<file path="src/rtl/btn_pkg.sv">
// btn_pkg
//   Shared definitions for the push-button conditioner: debounce FSM state
//   encoding and the default timing values for the 50 MHz board.
//   No ports.
package btn_pkg;

   typedef enum logic [1:0] {
      ST_UP     = 2'd0,
      ST_CHK_DN = 2'd1,
      ST_DOWN   = 2'd2,
      ST_CHK_UP = 2'd3
   } btn_state_e;

   // 20 ms at 50 MHz
   localparam int DEBOUNCE_CYCLES_DEF = 1_000_000;
   localparam int CNT_W_DEF           = 20;
   localparam int REPEAT_DELAY_DEF    = 25_000_000;
   localparam int REPEAT_PERIOD_DEF   = 5_000_000;

endpackage

</file>
<file path="src/rtl/debounce_cell.sv">
// debounce_cell
//   Conditions one raw active-low push-button: 2-FF synchronizer, debounce
//   FSM with acceptance counter, registered one-cycle press/release pulses.
//   Optional auto-repeat of the press pulse while held: macro BTN_AUTOREPEAT_EN.
// Ports
//   clk_i        system clock
//   reset_i      synchronous, active-high
//   btn_n_raw_i  raw button, active-low, asynchronous to clk_i
//   level_n_o    debounced level, active-low
//   press_o      one-cycle pulse on accepted press (and repeats)
//   rel_o        one-cycle pulse on accepted release
//
// state     | meaning
// ----------+--------------------------------------------------
// ST_UP     | released and stable
// ST_CHK_DN | low seen, counting stable-low cycles
// ST_DOWN   | pressed and stable (repeat timer runs here)
// ST_CHK_UP | high seen, counting stable-high cycles
module debounce_cell
   import btn_pkg::*;
#(
   parameter int DEBOUNCE_CYCLES = DEBOUNCE_CYCLES_DEF,
   parameter int CNT_W           = CNT_W_DEF,
   parameter int REPEAT_DELAY    = REPEAT_DELAY_DEF,
   parameter int REPEAT_PERIOD   = REPEAT_PERIOD_DEF
) (
   input  logic clk_i,
   input  logic reset_i,
   input  logic btn_n_raw_i,
   output logic level_n_o,
   output logic press_o,
   output logic rel_o
);

   localparam bit PARAMS_OK = (DEBOUNCE_CYCLES >= 2)
                           && (64'(DEBOUNCE_CYCLES) < (64'd1 << CNT_W))
                           && (REPEAT_DELAY >= 1) && (REPEAT_PERIOD >= 1);

   if (!PARAMS_OK) begin : g_bad_params
      $error("debounce_cell: illegal timing parameters");
   end

   localparam logic [CNT_W-1:0] CNT_LAST = CNT_W'(DEBOUNCE_CYCLES - 1);

   logic             sync1_q, sync2_q;
   btn_state_e       state_q, state_d;
   logic [CNT_W-1:0] cnt_q, cnt_d;
   logic             level_n_q, level_n_d;
   logic             press_q, press_d;
   logic             rel_q, rel_d;

`ifdef BTN_AUTOREPEAT_EN
   localparam int RPT_MAX = (REPEAT_DELAY > REPEAT_PERIOD) ? REPEAT_DELAY : REPEAT_PERIOD;
   localparam int RPT_W   = $clog2(RPT_MAX) + 1;

   // Down-counter: loaded on every entry to DOWN, pulse at terminal count 0.
   logic [RPT_W-1:0] rpt_q, rpt_d;
`endif

   always_comb begin
      state_d   = state_q;
      cnt_d     = cnt_q;
      level_n_d = level_n_q;
      press_d   = 1'b0;
      rel_d     = 1'b0;
`ifdef BTN_AUTOREPEAT_EN
      rpt_d     = rpt_q;
`endif
      case (state_q)
         ST_UP: begin
            if (!sync2_q) begin
               state_d = ST_CHK_DN;
               cnt_d   = CNT_W'(1);
            end
         end
         ST_CHK_DN: begin
            if (sync2_q) begin
               state_d = ST_UP;
               cnt_d   = '0;
            end else if (cnt_q == CNT_LAST) begin
               state_d   = ST_DOWN;
               cnt_d     = '0;
               level_n_d = 1'b0;
               press_d   = 1'b1;
`ifdef BTN_AUTOREPEAT_EN
               rpt_d     = RPT_W'(REPEAT_DELAY - 1);
`endif
            end else begin
               cnt_d = cnt_q + CNT_W'(1);
            end
         end
         ST_DOWN: begin
            if (sync2_q) begin
               state_d = ST_CHK_UP;
               cnt_d   = CNT_W'(1);
`ifdef BTN_AUTOREPEAT_EN
               rpt_d   = '0;
            end else if (rpt_q == '0) begin
               press_d = 1'b1;
               rpt_d   = RPT_W'(REPEAT_PERIOD - 1);
            end else begin
               rpt_d   = rpt_q - RPT_W'(1);
`endif
            end
         end
         ST_CHK_UP: begin
            if (!sync2_q) begin
               // bounce back to held: no pulse, repeat restarts from full delay
               state_d = ST_DOWN;
               cnt_d   = '0;
`ifdef BTN_AUTOREPEAT_EN
               rpt_d   = RPT_W'(REPEAT_DELAY - 1);
`endif
            end else if (cnt_q == CNT_LAST) begin
               state_d   = ST_UP;
               cnt_d     = '0;
               level_n_d = 1'b1;
               rel_d     = 1'b1;
            end else begin
               cnt_d = cnt_q + CNT_W'(1);
            end
         end
         default: begin
            state_d = ST_UP;
            cnt_d   = '0;
         end
      endcase
   end

   always_ff @(posedge clk_i) begin
      if (reset_i) begin
         sync1_q   <= 1'b1;
         sync2_q   <= 1'b1;
         state_q   <= ST_UP;
         cnt_q     <= '0;
         level_n_q <= 1'b1;
         press_q   <= 1'b0;
         rel_q     <= 1'b0;
`ifdef BTN_AUTOREPEAT_EN
         rpt_q     <= '0;
`endif
      end else begin
         sync1_q   <= btn_n_raw_i;
         sync2_q   <= sync1_q;
         state_q   <= state_d;
         cnt_q     <= cnt_d;
         level_n_q <= level_n_d;
         press_q   <= press_d;
         rel_q     <= rel_d;
`ifdef BTN_AUTOREPEAT_EN
         rpt_q     <= rpt_d;
`endif
      end
   end

   assign level_n_o = level_n_q;
   assign press_o   = press_q;
   assign rel_o     = rel_q;

endmodule

</file>
<file path="src/rtl/btn_conditioner.sv">
// btn_conditioner
//   Input stage ahead of the game top: N_BTN independent debounce cells,
//   one per raw active-low push-button. Outputs are concatenated per button.
//   Optional press auto-repeat: macro BTN_AUTOREPEAT_EN.
// Ports
//   clk          system clock, 50 MHz
//   reset        synchronous, active-high
//   btn_n_raw    raw buttons, active-low, asynchronous
//   btn_level_n  debounced levels, active-low
//   btn_press    one-cycle pulse per accepted press (plus repeats)
//   btn_release  one-cycle pulse per accepted release
module btn_conditioner
   import btn_pkg::*;
#(
   parameter int N_BTN           = 4,
   parameter int DEBOUNCE_CYCLES = DEBOUNCE_CYCLES_DEF,
   parameter int CNT_W           = CNT_W_DEF,
   parameter int REPEAT_DELAY    = REPEAT_DELAY_DEF,
   parameter int REPEAT_PERIOD   = REPEAT_PERIOD_DEF
) (
   input  logic             clk,
   input  logic             reset,
   input  logic [N_BTN-1:0] btn_n_raw,
   output logic [N_BTN-1:0] btn_level_n,
   output logic [N_BTN-1:0] btn_press,
   output logic [N_BTN-1:0] btn_release
);

   for (genvar i = 0; i < N_BTN; i++) begin : g_cell
      debounce_cell #(
         .DEBOUNCE_CYCLES (DEBOUNCE_CYCLES),
         .CNT_W           (CNT_W),
         .REPEAT_DELAY    (REPEAT_DELAY),
         .REPEAT_PERIOD   (REPEAT_PERIOD)
      ) u_cell (
         .clk_i       (clk),
         .reset_i     (reset),
         .btn_n_raw_i (btn_n_raw[i]),
         .level_n_o   (btn_level_n[i]),
         .press_o     (btn_press[i]),
         .rel_o       (btn_release[i])
      );
   end

endmodule

</file>
<file path="config.mk">
export PLATFORM = sky130hd
export DESIGN_NAME = btn_conditioner
export DESIGN_NICKNAME = d
export VERILOG_FILES = /design/src/rtl/btn_pkg.sv /design/src/rtl/debounce_cell.sv /design/src/rtl/btn_conditioner.sv
export SDC_FILE = /design/constraint.sdc
export NUM_CORES = 1
export LEC_CHECK = 0
export BUFFER_PORTS_ARGS = -buffer_cell sky130_fd_sc_hd__buf_2
export CORE_MARGIN = 2
export CORE_UTILIZATION = 56
export DETAILED_ROUTE_END_ITERATION = 16
export PLACE_DENSITY = 0.83
export SYNTH_ARGS = -nofsm -noshare
export SYNTH_HDL_FRONTEND = slang
export SYNTH_SLANG_ARGS = --single-unit
</file>
<file path="constraint.sdc">
create_clock -name clk -period 1.8 [get_ports clk]
set_input_delay 0.18 -clock clk [delete_from_list [all_inputs] [get_ports clk]]
set_output_delay 0.18 -clock clk [all_outputs]
set_load 0.02 [all_outputs]
</file>
After elaboration in Yosys (flattened, before gate mapping):

Index checks and enable logic that the tools add are counted.

* add/sub/neg operators: 4
* equality and inequality tests: 48
* multiplexer cells: 76
* bitwise gates (word level): 12
* reductions and logical operators: 28

Operator list (number)
* $mux W20: 20
* $pmux W20 S4: 4
* $add A20 B1 Y20 const B: 4
* $eq A20 B20 Y1 const B: 4
* $mux W2: 24
* $ne A2 B1 Y1 const B: 16
* $pmux W2 S4: 4
* $reduce_or A3 Y1: 8
* $mux W1: 20
* $reduce_and A5 Y1: 4
* $eq A2 B2 Y1 const B: 8
* $ne A2 B2 Y1 const B: 8
* $reduce_and A4 Y1: 4
* $ne A3 B1 Y1 const B: 4
* $ne A3 B3 Y1 const B: 4
* $not A1 Y1: 12
* $eq A2 B1 Y1 const B: 4
* $logic_not A2 Y1: 4
* $pmux W1 S2: 4
* $reduce_and A2 Y1: 4
* $reduce_bool A2 Y1: 4

* flip-flop bits (word level): 108
* bits of input ports: 6
* output and inout bits: 12
* logic and storage cells: 196

Depth between registers and ports, before layout:

* word-level depth: 4
* gate-level depth with buffers: 8
* depth with buffers taken out: 6

Cells and area by module:

From an unflattened synthesis, not the netlist that was laid out.

* cells, all modules: 648
* area total of the unflattened synthesis: 5485.3 µm²

By module, submodules not included
* debounce_cell at g_cell[1].u_cell ...: times used 2, cells each 162, area each 1361.3 µm², sequential area each 540.5 µm²
* debounce_cell at g_cell[0].u_cell: times used 1, cells each 170, area each 1442.6 µm², sequential area each 540.5 µm²
* debounce_cell at g_cell[3].u_cell: times used 1, cells each 154, area each 1320.0 µm², sequential area each 540.5 µm²

Worst setup path after synthesis:

Ideal clock, no wire load.

* path kind: register to register
* start point: register g_cell[3].u_cell.cnt_q[8]
* end point: register g_cell[3].u_cell.cnt_q[17]
* library setup time: 0.117 ns
* arrival: 1.869 ns
* required time: 1.683 ns
* slack: -0.185 ns
* cell stages (with the launch flop): 8
* buffers on the path: 3
* period minus slack after synthesis: 1.985 ns
* cells stage by stage: dfxtp_1 > buf_6 > or4b_4 > nor4b_4 > a211oi_2 > buf_6 > buf_6 > a22o_1

* cells in the longest elaborated chain, start to end: 4
* elaborated cells on any way between the ends: 6
* those cells by class: 1 x add/sub; 1 x eq/ne; 4 x mux

Ends and longest elaborated chain
* start, declared: line debounce_cell.sv:47 `logic [CNT_W-1:0] cnt_q, cnt_d;`
* start signal, assigned: line debounce_cell.sv:146 `cnt_q <= cnt_d;`
* $add A20 B1 Y20 or $eq A20 B20 Y1 (tied branches)
* $mux W20 (*): line debounce_cell.sv:80, debounce_cell.sv:114
* $mux W20 (on tied branches): line debounce_cell.sv:107, debounce_cell.sv:77
* $pmux W20 S4 (*): line debounce_cell.sv:69 `case (state_q)`

Every way passes the cells marked *; elsewhere a longest branch is shown, timed or not.
A chain may end at the register's enable or synchronous reset.

Worst setup path in the final report:

* start point: register g_cell[0].u_cell.cnt_q[13]
* end point: register g_cell[0].u_cell.cnt_q[7]

* cells in the longest elaborated chain, start to end: 4
* elaborated cells on any way between the ends: 5
* those cells by class: 1 x eq/ne; 4 x mux

Ends and longest elaborated chain (line)
* start, declared: debounce_cell.sv:47
* start signal, assigned: debounce_cell.sv:146
* $eq A20 B20 Y1 (*): debounce_cell.sv:80, debounce_cell.sv:114
* $mux W20 (*): debounce_cell.sv:80, debounce_cell.sv:114
* $mux W20 (on tied branches): debounce_cell.sv:107, debounce_cell.sv:77
* $pmux W20 S4 (*): debounce_cell.sv:69

Marks and branches as above.

==> flow_metrics.env <==
export IMPL_synth_commonest_cells="108 x dfxtp_1, 66 x nand2_1, 51 x nand3_1, 46 x a21oi_1, 43 x a31oi_1"
export IMPL_yosysWarnings=0
export IMPL_cap_violations=0
export IMPL_die_h_um=102
export IMPL_reg2regPathDepth=7
export IMPL_antenna_found_initial=0
export IMPL_cp_slowest_cell="or4b_4"
export IMPL_synth_ff_type="dfxtp_1"
export IMPL_dieWidth_um=102
export IMPL_routed_wl_mm=17.7
export IMPL_clock_fmax_ghz=0.501
export IMPL_synth_area_sq_um=5360
export IMPL_routabilityCongestion=0.876
export IMPL_grt_pass1_wl_mm=24.0
export IMPL_worstPathRequired_ps=2040
export IMPL_core_sq_um=9240
export IMPL_post_synth_top_count_cell="dfxtp_1"
export IMPL_worstSetupStartpointType="flip-flop"
export IMPL_rr_startpoint="g_cell[0].u_cell.cnt_q[13]$_SDFFE_PP0P_"
export IMPL_cp_top_family="simple AND/OR/NAND/NOR gates"
export IMPL_drc=0
export IMPL_synth_edf_count=0
export IMPL_crit_path_max_incr_delay_ps=540
export IMPL_fin_area_sq_um=7460
export IMPL_rows=35
export IMPL_timing_rr_end="g_cell[0].u_cell.cnt_q[7]$_SDFFE_PP0P_"
export IMPL_status="finished, violations left"
export IMPL_cts_sinks=108
export IMPL_syn_nets=651
export IMPL_yosys_area_top_type="dfxtp_1"
export IMPL_wl_per_cell_um=19.6
export IMPL_drt_pass1_iterations=8
export IMPL_path_class="reg2reg"
export IMPL_ys_ff_latch=108
export IMPL_setup_ws_ps=-197
export IMPL_min_path_cells=3
export IMPL_power_leakage_uw=0.00275
export IMPL_layout_cells_non_filler=903
export IMPL_hold_end="g_cell[2].u_cell.cnt_q[1]$_SDFFE_PP0P_"
export IMPL_skew_ps=16.1
export IMPL_clockBufferDepth=2
export IMPL_cts_max_level=3
export IMPL_die_area_sq_um=10400
export IMPL_cts_tree="yes"
export IMPL_clk_pin_slew_ps=110
export IMPL_power_density_nw_per_um2=574
export IMPL_synth_avg_cell_area_sq_um=8.36
export IMPL_report_final_slew_viol_count=0
export IMPL_drive_gt1_share_pct=40.2
export IMPL_via_per_inst=6.46
export IMPL_grt_pass1_vias=5278
export IMPL_root_buffer="clkbuf_8"
export IMPL_clock_latency_ps=390
export IMPL_synthToLayoutAreaGrowth_pct=39.3
export IMPL_num_antenna_cells=0
export IMPL_violations="negative setup slack"
export IMPL_synth_area_leaders="dfxtp_1 40%, a31oi_1 5.0%, nand3_1 4.8%"
export IMPL_portBuffers=17
export IMPL_start_util_pct=58.0
export IMPL_ir_worst_vdd_v=0.000420
export IMPL_globalRouteTotalUtil_pct=28.6
export IMPL_placedCellCount=855
export IMPL_dp_hpwl_mm=9.42
export IMPL_hp_class="in2reg"
export IMPL_fill_cells=447
export IMPL_slew_headroom_pct=52.1
export IMPL_hold_ws_ps=390
export IMPL_grt_max_degree=26
export IMPL_tightestPinTransition_ps=715
export IMPL_fin_crit_sh_pct=111
export IMPL_async_flop_share_pct=0
export IMPL_vias=5834
export IMPL_rsz0062_at_grt="yes"
export IMPL_synth_cell_types=57
export IMPL_netlist_instances=641
export IMPL_finalSetupViolCount=60
export IMPL_hp_start="reset"
export IMPL_grt_ovfl_total=0
export IMPL_yosysSeqAreaShare_pct=40.4
export IMPL_hold_viol_final=0
export IMPL_cp_end_kind="flip-flop"
export IMPL_arrival_ps=2240
export IMPL_pin_count=18
export IMPL_final_nets=779
export IMPL_ant_nets=0
export IMPL_finalSetupTns_ps=-5330
export IMPL_cpMostUsedCell="buf_4"
export IMPL_cp_max_fo=8
export IMPL_cp_cell_sequence="or4b_4, nor4_4, buf_4, a211oi_4, buf_4, a21oi_2, a31oi_1"
export IMPL_dpl_cell_area_sq_um=6390
export IMPL_layout_min_cycle_time_ps=2000
export IMPL_netlist_area_leader_share_pct=40.4
export IMPL_ff2ff_setup_slack_ps=-200
export IMPL_path_buf_inv=2
export IMPL_detail_route_iter0_violations=462
export IMPL_cts_buffers=9
[stage by stage]
stage          power [uW]  util (%)  setup WS [ps]
2_1_floorplan        2620         -           -126
3_3_place_gp         2680      69.2           -166
3_5_place_dp         2690      69.2           -239
4_1_cts              4220      75.0           -150
5_1_grt              4370      80.7           -252
6_report             4280      80.7           -197
[area by class of cell]
type,count,area (sq um),share of cell area (%)
well taps,129,161,2.16
clock buffers,10,138,1.84
inverters,9,33.8,0.453
multi-input cells,478,3560,47.8
repair buffers,163,1310,17.6
flip-flops and latches,108,2180,29.2
clock inverters,6,70.1,0.939
[how the worst max path moves through the flow]
stage                                            startpoint                                       to  cells past startpoint
floorplan            g_cell[3].u_cell.cnt_q[2]$_SDFFE_PP0P_  g_cell[3].u_cell.cnt_q[15]$_SDFFE_PP0P_                      6
global placement    g_cell[0].u_cell.cnt_q[13]$_SDFFE_PP0P_  g_cell[0].u_cell.cnt_q[13]$_SDFFE_PP0P_                      5
detailed placement  g_cell[0].u_cell.cnt_q[13]$_SDFFE_PP0P_                                flip-flop                      6
CTS                 g_cell[3].u_cell.cnt_q[13]$_SDFFE_PP0P_  g_cell[3].u_cell.cnt_q[17]$_SDFFE_PP0P_                      6
global route         g_cell[0].u_cell.cnt_q[1]$_SDFFE_PP0P_                                flip-flop                      7
finish              g_cell[0].u_cell.cnt_q[13]$_SDFFE_PP0P_   g_cell[0].u_cell.cnt_q[7]$_SDFFE_PP0P_                      7
[sequential cells by signal (all words and copies together) (netlist names), named ones only]
signal / flops
g_cell.u_cell.cnt_q: 80
g_cell.u_cell.level_n_o: 4
g_cell.u_cell.press_o: 4
g_cell.u_cell.rel_o: 4
g_cell.u_cell.state_q: 4
g_cell.u_cell.sync1_q: 4
g_cell.u_cell.sync2_q: 4
[layout by cell type (no fill, tap or decap), drive strengths merged, types with 6 or more instances in the layout]
| cell type | n |
|---|---|
| nor2 | 31 |
| xnor2 | 11 |
| a21oi | 46 |
| a211oi | 10 |
| or3 | 10 |
| or2 | 12 |
| nor3 | 23 |
| nor4 | 14 |
| nand4 | 20 |
| a22o | 11 |
| o21ai | 19 |
| nand2 | 66 |
| mux2i | 13 |
| nand2b | 15 |
| a31oi | 43 |
| nand3 | 51 |
| and3 | 12 |
| clkbuf | 12 |
| xor2 | 6 |
| buf | 157 |
| dfxtp | 108 |
| inv | 11 |
[kinds of logic (layout without fill, tap and decap cells)]
family | Yosys count | after routing | synth area share, %
and+or+nand+nor | 288 | 288 | 29.5
AOI/OAI and AO/OA | 154 | 155 | 18.4
DFF | 108 | 108 | 40.4
buffers and inverters | 56 | 188 | 5.39
xor gates and xnor gates | 17 | 17 | 2.78
muxes | 14 | 14 | 2.64
adders and majority gates | 4 | 4 | 0.934
[report_power, final]
group	switching, uW	internal, uW
Sequential	27.4	2410
Clock	897	695
Combinational	151	95.0
[metal layers]
layer  vias up  part of all wire (%)  global-route usage, %
met5         -                     0                      0
met4         0                   4.1                   10.2
met3        85                   6.9                   5.75
met2       335                    51                   50.4
met1      2790                    38                   34.8
li1       2624                     -                      -
[worst min-delay path: cells and delay by family]
family                 cells  cell delay, ps
buffers and inverters      2             440
and+or+nand+nor            1             120
[timing repair]
action | in CTS | in global routing
buffers inserted | 13 | 10
setup endpoints to repair | 69 | 83
hold buffers | 3 | 1
hold endpoints to repair | 3 | 1
gates cloned | 1 | 5
gates resized for setup | 39 | 88
pin swaps | 26 | 38
(Power assumes the default switching activity.)
